`src/rtl/ping_pong_pkg.sv`:
```
// Shared encodings for the ping-pong model: player states, ball states, action levels.
package ping_pong_pkg;

  // Player state encoding; 2'b11 is illegal and simply held.
  localparam logic [1:0] HIT         = 2'd0;
  localparam logic [1:0] WAIT_GOING  = 2'd1;
  localparam logic [1:0] WAIT_COMING = 2'd2;

  // Ball state encoding; 2'b11 is illegal and simply held.
  localparam logic [1:0] TO_A        = 2'd0;
  localparam logic [1:0] TO_B        = 2'd1;
  localparam logic [1:0] OUT_OF_PLAY = 2'd2;

  // Player action level.
  localparam logic ACT_HIT  = 1'b1;
  localparam logic ACT_IDLE = 1'b0;

endpackage

```
`src/rtl/pp_player.sv`:
```
// One ping-pong player: HIT / WAIT_GOING / WAIT_COMING FSM with a bounded wait counter.
module pp_player
  import ping_pong_pkg::*;
#(
  parameter int MAX_WAIT = 4
) (
  input  logic       clk,
  input  logic       reset,
  input  logic       act_opp_i,
  input  logic       go_i,
  output logic [1:0] state_o,
  output logic       act_o
);

  localparam int WCNT_W = $clog2(MAX_WAIT + 1);
  localparam logic [WCNT_W-1:0] WCNT_LAST = WCNT_W'(MAX_WAIT - 1);

  logic [1:0]        state_q, state_d;
  logic [WCNT_W-1:0] wcnt_q,  wcnt_d;

  // Next state: the opponent's hit pulls us into WAIT_COMING with a fresh counter;
  // WAIT_COMING ends on go or when the wait budget is used up.
  always_comb begin
    state_d = state_q;
    wcnt_d  = wcnt_q;
    case (state_q)
      HIT: begin
        if (act_opp_i) begin
          state_d = WAIT_COMING;
          wcnt_d  = '0;
        end else begin
          state_d = WAIT_GOING;
        end
      end
      WAIT_GOING: begin
        if (act_opp_i) begin
          state_d = WAIT_COMING;
          wcnt_d  = '0;
        end
      end
      WAIT_COMING: begin
        if (go_i || (wcnt_q == WCNT_LAST)) state_d = HIT;
        else                               wcnt_d  = wcnt_q + WCNT_W'(1);
      end
      default: state_d = state_q;
    endcase
  end

  // State and counter registers with synchronous reset into HIT.
  always_ff @(posedge clk) begin
    if (reset) begin
      state_q <= HIT;
      wcnt_q  <= '0;
    end else begin
      state_q <= state_d;
      wcnt_q  <= wcnt_d;
    end
  end

  assign state_o = state_q;
  assign act_o   = (state_q == HIT) ? ACT_HIT : ACT_IDLE;

endmodule

```
`src/rtl/ping_pong_n.sv`:
```
// Two-player ping-pong model with NUM_BALLS balls in flight.
// Optional hit counters on hits_a / hits_b when PING_PONG_STATS_EN is defined.
module ping_pong_n
  import ping_pong_pkg::*;
#(
  parameter int                   NUM_BALLS = 2,
  parameter logic [NUM_BALLS-1:0] INIT_DIR  = 2'b10,
  parameter int                   MAX_WAIT  = 4,
  parameter int                   CNT_W     = 8
) (
  input  logic                               clk,
  input  logic                               reset,
  input  logic                               go_a,
  input  logic                               go_b,
  output logic                               act_a,
  output logic                               act_b,
  output logic [1:0]                         state_a,
  output logic [1:0]                         state_b,
  output logic [2*NUM_BALLS-1:0]             ball_state,
  output logic [$clog2(NUM_BALLS+1)-1:0]     balls_in_play,
  output logic                               all_out
`ifdef PING_PONG_STATS_EN
  ,
  output logic [CNT_W-1:0]                   hits_a,
  output logic [CNT_W-1:0]                   hits_b
`endif
);

  localparam int BIP_W = $clog2(NUM_BALLS + 1);

  logic [NUM_BALLS-1:0][1:0] ball_vec;
  logic [BIP_W-1:0]          bip;

  pp_player #(.MAX_WAIT(MAX_WAIT)) u_player_a (
    .clk       (clk),
    .reset     (reset),
    .act_opp_i (act_b),
    .go_i      (go_a),
    .state_o   (state_a),
    .act_o     (act_a)
  );

  pp_player #(.MAX_WAIT(MAX_WAIT)) u_player_b (
    .clk       (clk),
    .reset     (reset),
    .act_opp_i (act_a),
    .go_i      (go_b),
    .state_o   (state_b),
    .act_o     (act_b)
  );

  for (genvar i = 0; i < NUM_BALLS; i++) begin : g_ball
    logic [1:0] ball_q, ball_d;

    // A hit returns a ball heading to the hitter; a lone hit from the far side loses it.
    always_comb begin
      ball_d = ball_q;
      case (ball_q)
        TO_A:    if (act_a) ball_d = TO_B; else if (act_b) ball_d = OUT_OF_PLAY;
        TO_B:    if (act_b) ball_d = TO_A; else if (act_a) ball_d = OUT_OF_PLAY;
        default: ball_d = ball_q;
      endcase
    end

    // Ball register; reset restores the configured launch direction.
    always_ff @(posedge clk) begin
      if (reset) ball_q <= INIT_DIR[i] ? TO_B : TO_A;
      else       ball_q <= ball_d;
    end

    assign ball_vec[i] = ball_q;
  end

  assign ball_state = ball_vec;

  // Popcount of balls still in play; an illegal encoding still counts as in play.
  always_comb begin
    bip = '0;
    for (int i = 0; i < NUM_BALLS; i++)
      if (ball_vec[i] != OUT_OF_PLAY) bip = bip + BIP_W'(1);
  end

  assign balls_in_play = bip;
  assign all_out       = (bip == '0);

`ifdef PING_PONG_STATS_EN
  logic [CNT_W-1:0] hits_a_q, hits_b_q;

  // Saturating counts of cycles spent hitting.
  always_ff @(posedge clk) begin
    if (reset) begin
      hits_a_q <= '0;
      hits_b_q <= '0;
    end else begin
      if (act_a && (hits_a_q != '1)) hits_a_q <= hits_a_q + CNT_W'(1);
      if (act_b && (hits_b_q != '1)) hits_b_q <= hits_b_q + CNT_W'(1);
    end
  end

  assign hits_a = hits_a_q;
  assign hits_b = hits_b_q;
`else
  // CNT_W only sizes the stats counters; this empty guard keeps it referenced here.
  if (CNT_W < 1) begin : g_cnt_w_invalid
  end
`endif

endmodule

```
`config.mk`:
```
export PLATFORM = sky130hd
export DESIGN_NAME = ping_pong_n
export DESIGN_NICKNAME = d
export VERILOG_FILES = /design/src/rtl/ping_pong_pkg.sv /design/src/rtl/pp_player.sv /design/src/rtl/ping_pong_n.sv
export SDC_FILE = /design/constraint.sdc
export NUM_CORES = 1
export LEC_CHECK = 0
export ABC_AREA = 1
export CAP_MARGIN = 20
export CORE_MARGIN = 5
export CORE_UTILIZATION = 50
export DETAILED_ROUTE_END_ITERATION = 16
export PLACE_DENSITY = 0.85
export SETUP_SLACK_MARGIN = 0.3
export SKIP_CTS_REPAIR_TIMING = 1
export SYNTH_ARGS = -nofsm -noshare
export SYNTH_HDL_FRONTEND = slang
export SYNTH_SLANG_ARGS = --single-unit
```
`constraint.sdc`:
```
create_clock -name clk -period 2.57 [get_ports clk]
set_clock_uncertainty 0.05 [all_clocks]
set_input_delay 0.3855 -clock clk [delete_from_list [all_inputs] [get_ports clk]]
set_output_delay 0.3855 -clock clk [all_outputs]
set_load 0.01 [all_outputs]
```
==> flow_summary.toml <==
[place]
place_ws_ns = 0.7050
io_buffers = 16
gp_congestion = 0.8645
placed_cell_area_um2 = 1105
dp.final_hpwl_mm = 1.591
place_inst = 179

[yosys]
yosysUniqueCellTypes = 13
synth-compound-area-share = 0.1110
syn_avg_cell_area_um2 = 6.619
synthXorXnorAreaFrac = 0
netlist_instances = 138
synth_top_family_by_area = "simple AND/OR/NAND/NOR gates"
yosysWarnings = 0
synth_mux_area_frac = 0
synth-seq-cells = 14
synth_area_um2 = 913.4
yosysSeqAreaShare = 0.3068
synth_fa_ha_area_frac = 0.1918
yosys.area.top_type = "dfxtp_1"
synth_simple_gate_area_share = 0.2877
synth.net_count = 156
synth_top_area_share = 0.3068
synth_area_leaders = "dfxtp_1 31%, ha_1 19%, nand2_1 13%, inv_1 9.9%, nor2_1 8.6%"

[drt]
wirelength_mm = 1.930
ant_nets = 0
dr.first_iter.drc_count = 27
drc = 0
vias_per_cell = 4.989
vias = 913
first_pass_iters = 5
routedWlPerCell_um = 10.55

[timing]
setup_violations = 0
worst_pin_slew_ns = 0.4021
period_needed_ns = 2.188
finalSetupTns_ns = 0
final_max_slew_viol_count = 0
setup_ws_ns = 0.3824
hold_violations = 0
max_slew_margin = 0.7291
max_freq_mhz = 457.1
fin_crit_sh = 0.8512
rsz0062_at_grt = "false"

[power]
power_frac_comb = 0.620
finalPower_mw = 1.464
internal_power_mw = 0.8095
powerDensity_nw_per_um2 = 1283
switching_share = 0.4472
p_leak_nw = 0.5847
seq_power_share = 0.273
clockPowerShare = 0.107
ir_drop_mv = 0.7402
netSwitchingPower_mw = 0.6549

[clock_network]
cts_tree = "built"
clk_pin_slew_ns = 0.09
cts_buffers = 3
root_buffer = "clkbuf_4"
clk_latency_ns = 0.28
cts.sinks = 14
cts.htree.levels = 1
clock_path_buffers = 2

[floorplan]
core_area_um2 = 1727
fp.dieH_um = 52.74
initial_core_util = 0.5290
die_w_um = 52.74
io_pins = 17
fp.dieArea_um2 = 2782
rows = 15

[global_routing]
antenna_found_initial = 0
grt_pass1_vias = 838
grt_pass1_wl_mm = 3.263
overflow = 0
track_usage = 0.1538
grt_max_degree = 9

[critical_path]
arrival_ns = 1.75
ff2ff_path_depth = 8
r2r-end = "u_player_a.wcnt_q[2]$_SDFFE_PP0P_"
critPathMaxFanout = 3
r2r_slack_ns = 0.93
startpoint_type = "flip-flop"
cp-end-kind = "primary output"
worstPathRequired_ns = 2.13
reg2reg_from = "u_player_a.state_o[0]$_SDFFE_PP0P_"
path_class = "flip-flop to primary output"

[final_layout]
syn2layout_area_growth_pct = 24.93
num-nets-final = 177
drive_above_1_share = 0.03797
final_cell_area_um2 = 1141
n_antenna_cell = 0
stdcell_count = 183

[hold_path]
worstHoldStart = "u_player_a.wcnt_q[2]$_SDFFE_PP0P_"
hp-class = "flip-flop to flip-flop"
hold_depth = 2
hold_end = "u_player_a.wcnt_q[2]$_SDFFE_PP0P_"

[outcome]
outcome = "finished, final reports clean"

[run]
cap_viol_max_count = 0
==> cell families (layout without fill, tap and decap cells) <==
kind of cell               Yosys count  count (layout)
adders and majority gates           14              14
buffers and inverters               25              45
AOI/OAI and AO/OA                   20              20
and+or+nand+nor                     65              65
DFF                                 14              14
==> flip-flops by register name (all words and copies together) (netlist names) <==
signal	count
u_player_a.state_o	2
u_player_b.state_o	2
g_ball.ball_q	4
u_player_a.wcnt_q	3
u_player_b.wcnt_q	3
==> critical path, stage by stage (launching register included) <==
cell,delay [ns]
dfxtp_1,0.36
inv_1,0.08
nor2_1,0.16
inv_1,0.06
ha_1,0.27
clkdlybuf4s50_1,0.54
==> Yosys cell counts, drive strengths merged <==
cell type / instances
nand3: 10
nor2: 21
nand2: 31
inv: 25
ha: 14
a21oi: 11
o21ai: 8
nor3: 1
a31oi: 1
nor4: 1
dfxtp: 14
or2: 1
==> cell usage in the layout (no fill, tap or decap) <==
cell	count
a21oi_1	11
a31oi_1	1
clkbuf_4	3
clkbuf_8	1
clkdlybuf4s50_1	16
dfxtp_1	14
ha_1	14
inv_1	24
inv_2	1
nand2_1	31
nand3_1	10
nor2_1	21
nor3_1	1
nor4_1	1
o21ai_0	8
or2_2	1
==> how the worst max path moves through the flow <==
stage / from / to / slack (ns) / cells after the start
6_report: g_ball[1].ball_q[1]$_SDFFE_PP0P_ / balls_in_play[0] / 0.38 / 5
3_3_place_gp: g_ball[1].ball_q[1]$_SDFFE_PP0P_ / balls_in_play[0] / 0.79 / 5
3_5_place_dp: g_ball[1].ball_q[1]$_SDFFE_PP0P_ / balls_in_play[0] / 0.70 / 5
2_1_floorplan: u_player_a.state_o[0]$_SDFFE_PP0P_ / u_player_a.wcnt_q[2]$_SDFFE_PP0P_ / 1.06 / 8
4_1_cts: g_ball[1].ball_q[1]$_SDFFE_PP0P_ / balls_in_play[0] / 0.39 / 5
5_1_grt: g_ball[1].ball_q[1]$_SDFFE_PP0P_ / balls_in_play[0] / 0.32 / 5
==> area by class of cell <==
type                       count  area (um2)
clock buffer                   4       36.28
fill                         173       585.6
inverter                      25       93.84
multi-input combinational     99       539.3
sequential                    14       280.3
tap                           25       31.28
timing repair buffer          16       160.2
==> through the flow <==
step,hold slack [ns],utilization
final,0.4410,0.6609
after global routing,0.4650,0.6609
after CTS,0.4454,0.6609
after detailed placement,0.4243,0.6399
after global placement,0.4200,0.6399
after floorplan,0.4016,-
==> routing by layer <==
metal	global-route usage	vias to the layer above	part of all wire
li1	-	478	-
met1	0.1641	404	0.40
met2	0.2934	27	0.54
met3	0.02564	4	0.048
met4	0.05957	0	0.0088
met5	0	-	0
==> power by group through the flow <==
stage               logic, mW  clock network, mW  registers [mW]
finish                  0.908              0.157           0.400
global route             1.04              0.169           0.414
CTS                     0.913              0.160           0.399
detailed placement      0.908                  0           0.406
global placement        0.874                  0           0.396
floorplan               0.571                  0           0.417
Power figures use the tool's default switching activity.
